$ cat src/rtl/audio_pkg.sv
// audio_pkg: shared constants and FSM encoding for the sample feeder.
package audio_pkg;
    localparam logic [7:0] SILENCE   = 8'h80;
    localparam logic [3:0] VOL_RESET = 4'd8;
    typedef enum logic {FILL = 1'b0, PLAY = 1'b1} state_t;
endpackage

$ cat src/rtl/sample_fifo.sv
// sample_fifo: power-of-two sample FIFO; pointers wrap naturally, storage is unreset.
module sample_fifo #(
    parameter int DEPTH = 16,
    localparam int AW = $clog2(DEPTH)
) (
    input  logic        clk,
    input  logic        rst_n,
    input  logic        push,
    input  logic        pop,
    input  logic [7:0]  din,
    output logic [7:0]  dout,
    output logic        full,
    output logic        empty,
    output logic [AW:0] level
);
    logic [7:0]    mem_q [DEPTH];
    logic [AW-1:0] wr_q, wr_d, rd_q, rd_d;
    logic [AW:0]   lvl_q, lvl_d;
    logic          push_ok, pop_ok;

    always_comb begin
        full    = lvl_q == (AW+1)'(DEPTH);
        empty   = lvl_q == '0;
        push_ok = push && !full;
        pop_ok  = pop && !empty;
        wr_d    = wr_q + AW'(push_ok);
        rd_d    = rd_q + AW'(pop_ok);
        lvl_d   = lvl_q + (AW+1)'(push_ok) - (AW+1)'(pop_ok);
        dout    = mem_q[rd_q];
        level   = lvl_q;
    end

    always_ff @(posedge clk or negedge rst_n) begin
        if (!rst_n) begin
            wr_q  <= '0;
            rd_q  <= '0;
            lvl_q <= '0;
        end else begin
            wr_q  <= wr_d;
            rd_q  <= rd_d;
            lvl_q <= lvl_d;
        end
    end

    always_ff @(posedge clk) begin
        if (push_ok) mem_q[wr_q] <= din;
    end
endmodule

$ cat src/rtl/sample_feeder.sv
// sample_feeder: paces FIFO samples out to a PWM stage, one per PWM frame,
// with fill/play priming, underrun signalling and a saturating volume.
module sample_feeder
    import audio_pkg::*;
#(
    parameter int DEPTH  = 16,
    parameter int PERIOD = 4096,
    parameter int PRIME  = DEPTH / 2,
    localparam int LW = $clog2(DEPTH) + 1
) (
    input  logic          clk,
    input  logic          rst_n,
    input  logic [7:0]    in_data,
    input  logic          in_valid,
    output logic          in_ready,
    input  logic          vol_up,
    input  logic          vol_dn,
    output logic [7:0]    duty,
    output logic [3:0]    vol,
    output logic          underrun,
    output logic [LW-1:0] level
);
    localparam logic [11:0]   LAST      = 12'(PERIOD - 1);
    localparam logic [LW-1:0] PRIME_LVL = LW'(PRIME);

    state_t      state_q, state_d;
    logic [11:0] cnt_q, cnt_d;
    logic [7:0]  duty_q, duty_d, head;
    logic [3:0]  vol_q, vol_d;
    logic        underrun_q, underrun_d;
    logic        tick, push, pop, full, empty;

    sample_fifo #(.DEPTH(DEPTH)) u_fifo (
        .clk   (clk),
        .rst_n (rst_n),
        .push  (push),
        .pop   (pop),
        .din   (in_data),
        .dout  (head),
        .full  (full),
        .empty (empty),
        .level (level)
    );

    always_comb begin
        tick       = cnt_q == LAST;
        cnt_d      = tick ? 12'd0 : cnt_q + 12'd1;
        in_ready   = !full;
        push       = in_valid && !full;
        pop        = state_q == PLAY && tick && !empty;
        state_d    = state_q;
        duty_d     = duty_q;
        underrun_d = 1'b0;
        if (tick) begin
            if (state_q == FILL) begin
                state_d = level >= PRIME_LVL ? PLAY : FILL;
            end else if (empty) begin
                state_d    = FILL;
                duty_d     = SILENCE;
                underrun_d = 1'b1;
            end else begin
                duty_d = head;
            end
        end
        // simultaneous up and down cancel out
        vol_d = vol_up && !vol_dn && vol_q != 4'hF ? vol_q + 4'd1 :
                vol_dn && !vol_up && vol_q != 4'h0 ? vol_q - 4'd1 : vol_q;
        duty     = duty_q;
        vol      = vol_q;
        underrun = underrun_q;
    end

    always_ff @(posedge clk or negedge rst_n) begin
        if (!rst_n) begin
            state_q    <= FILL;
            cnt_q      <= '0;
            duty_q     <= SILENCE;
            vol_q      <= VOL_RESET;
            underrun_q <= 1'b0;
        end else begin
            state_q    <= state_d;
            cnt_q      <= cnt_d;
            duty_q     <= duty_d;
            vol_q      <= vol_d;
            underrun_q <= underrun_d;
        end
    end
endmodule

$ cat config.mk
export PLATFORM = sky130hd
export DESIGN_NAME = sample_feeder
export DESIGN_NICKNAME = d
export VERILOG_FILES = /design/src/rtl/audio_pkg.sv /design/src/rtl/sample_fifo.sv /design/src/rtl/sample_feeder.sv
export SDC_FILE = /design/constraint.sdc
export NUM_CORES = 1
export LEC_CHECK = 0
export BUFFER_PORTS_ARGS = -buffer_cell sky130_fd_sc_hd__buf_2
export CORE_MARGIN = 4
export CORE_UTILIZATION = 35
export CTS_CLUSTER_DIAMETER = 150
export CTS_CLUSTER_SIZE = 30
export DETAILED_ROUTE_END_ITERATION = 12
export PLACE_DENSITY = 0.58
export SLEW_MARGIN = 5
export SYNTH_ARGS = -nofsm -noshare
export SYNTH_HDL_FRONTEND = slang
export SYNTH_SLANG_ARGS = --single-unit
$ cat constraint.sdc
create_clock -name clk -period 4.4 [get_ports clk]
set_clock_uncertainty 0.15 [all_clocks]
set_input_delay 0.66 -clock clk [delete_from_list [all_inputs] [get_ports clk]]
set_output_delay 0.66 -clock clk [all_outputs]
set_load 0.005 [all_outputs]
==> flow_summary.ini <==
[status]
status = finished clean

[power_and_ir_drop]
irDropWorstVdd_mv = 0.313
p_leak_nw = 2.76
power_mw = 4.10
powerDensity_nw_per_um2 = 520

[placement]
dp_cells = 653
finalWeightedCongestion = 0.766
hpwl_mm = 8.41
post_dp_cell_area_um2 = 7270
io_buffers = 31

[logic_synthesis]
ys_types = 42
synthArstFlopShare_pct = 23.4
syn_area_um2 = 6820
ys_seq_elements = 167
synthCells = 371
synth_most_common_cell = edfxtp_1
avgSynthCellArea_um2 = 18.4
synth_ff_type = edfxtp_1
synth-edff-count = 128
yosys_warnings = 0
synth-compound-area-share_pct = 2.39
synthSimpleGateAreaFrac_pct = 5.05
syn_nets = 401
synth-xor-area-share_pct = 2.57
synth_top_family_by_area = multiplexers
synth_top_area_share_pct = 56.4
synth_top_cells_by_area = edfxtp_1 (56%), dfrtp_1 (14%), mux4_2 (10%), mux2i_1 (3.5%), ha_1 (2.8%)
synth_fa_ha_area_share_pct = 3.34
ys_seq_area_share_pct = 70.8
synth_top_area_cell = edfxtp_1
muxShareOfSynthArea_pct = 14.3
synth_commonest_cells = edfxtp_1 (128), dfrtp_1 (37), mux4_2 (31), mux2i_1 (24), nor2_1 (20)

[critical_path]
crit_fanout = 10
crit_arrival_ns = 3.47
crit_end = u_fifo.level[4]
worstRegToRegCells = 13
regToRegEndpoint = u_fifo.level[4]
r2r_start = cnt_q[0]
endpoint_kind = flop
required_ns = 4.59
start_kind = flop
path_class = reg -> reg
startpoint = cnt_q[0]
reg2reg_slack_ns = 1.12

[sta]
rsz0062_at_grt = false
tightest_slew_ns = 1.01
relSlewSlack_pct = 32.1
hold_viol_final = 0
setup_violations = 0
fmax_ghz = 0.305
drv_slew = 0
tns_ns = 0
period_needed_ns = 3.28
fin_crit_sh_pct = 74.5

[finish]
instances_no_fill = 685
nets = 442
insertedDiodeCount = 0
area_growth_pct = 15.7
fillers = 1689
stdcell_area_um2 = 7890
final_util_pct = 41.6
layout-drive-gt1-share_pct = 25.9

[route]
wl_per_cell_um = 18.7
routed_wl_mm = 12.8
drt_iter0_markers = 158
viasPerCell = 4.89
drcViolationCount = 0
via_count = 3350
ant_nets = 0
firstDrtPassIters = 4

[clocking]
cts_tree = built
cts_resized = 0
cts-buffers-inserted = 17
post_cts_buffers = 0
cts_root_buf = clkbuf_16
hold_buffers = 0
clock_latency_ns = 0.42
cts.clk_slew.worst_paths_ns = 0.06
h-tree-depth = 4
clock_path_buffers = 2
cts.sinks = 167

[die]
die-area_um2 = 21800
die_x_um = 148
start_util_pct = 36.0
rows = 50
io_pins = 32
die_y_um = 148
core_um2 = 19000

[global_routing]
grt_pass1_wl_mm = 20.0
grt_start_max_net_pins = 40
grt_pass1_vias = 3551
grt-ovfl-total = 0
antenna_found_initial = 0
grt_use_total_pct = 12.3

[worst_hold_path]
hold_path_class = in -> async

[flow_run]
drv_cap = 0
## placed cells by master, fill, tap and decap left out, types with 5 or more instances in the layout
cell       Yosys  layout
xnor2_1        6       6
nor3_1         6       5
nand4_1        5       5
clkbuf_16      0      17
inv_1         12      12
buf_2          5      31
mux4_2        31      31
edfxtp_1     128     128
buf_4          0       5
a22o_1         7       7
ha_1          15      15
nor2_1        20      20
a21oi_1        6       6
dfrtp_1       37      35
mux2i_1       24      24
nand3_1        6       6
xor2_1        14      14
## critical path, cell delays in order, from the launching register on
cell and delay [ns]:
dfrtp_1 0.38, ha_1 0.23, nand4_2 0.16, or4_4 0.62
a21oi_4 0.28, ha_1 0.28, inv_1 0.06, ha_1 0.16
inv_1 0.05, fa_1 0.39, inv_1 0.07, a21oi_1 0.06
o21bai_1 0.16, xnor2_1 0.14
## per-stage QoR
stage	hold WS (ns)	worst slack, ns
floorplan	0.214	1.31
global placement	0.308	1.21
detailed placement	0.323	1.12
CTS	0.226	1.10
global route	0.265	0.894
finish	0.208	1.12
## sequential cells by signal (all words and copies together) (netlist names)
signal / count
cnt_q: 12
underrun: 1
u_fifo.wr_q: 4
vol: 4
state_q: 1
u_fifo.mem_q: 128
u_fifo.rd_q: 4
duty: 8
u_fifo.level: 5
## per-layer routing
| metal | routed length (µm) | vias to the layer above | GRT usage (%) |
|---|---|---|---|
| li1 | - | 1524 | - |
| met1 | 5870 | 1739 | 16.1 |
| met2 | 6360 | 75 | 20.4 |
| met3 | 501 | 12 | 3.28 |
| met4 | 96 | 0 | 3.49 |
| met5 | 0 | - | 0 |
## area by class of cell
| cell class | instances | area (µm²) | share of cell area (%) |
|---|---|---|---|
| clock buffers | 19 | 433 | 5.49 |
| repair buffers | 36 | 193 | 2.44 |
| flip-flops and latches | 167 | 4820 | 61.2 |
| multi-input cells | 178 | 1890 | 23.9 |
| well taps | 260 | 325 | 4.13 |
| inverters | 12 | 45.0 | 0.571 |
| clock inverters | 13 | 179 | 2.27 |
## power breakdown
part | internal [mW] | switching (mW) | total, mW
Sequential | 1.90 | 0.114 | 2.01
Combinational | 0.240 | 0.314 | 0.554
Clock | 0.947 | 0.590 | 1.54
Total | 3.08 | 1.02 | 4.10
## how the worst min path moves through the flow
stage,cells past startpoint,to,from
6_report,1,cnt_q[7],rst_n
5_1_grt,1,cnt_q[6],rst_n
4_1_cts,1,vol[2],rst_n
3_5_place_dp,1,cnt_q[0],cnt_q[0]
3_3_place_gp,1,cnt_q[0],cnt_q[0]
2_1_floorplan,0,cnt_q[0],rst_n
## cell families (layout without fill, tap and decap cells)
logic type,count (synthesis),count (layout)
buffers and inverters,26,80
adder cells (fa/ha/maj),17,17
AND/OR/NAND/NOR,62,62
flip-flops,167,167
AO/OA/AOI/OAI,21,21
XOR/XNOR,20,20
multiplexers,58,58
Power figures use the tool's default switching activity.
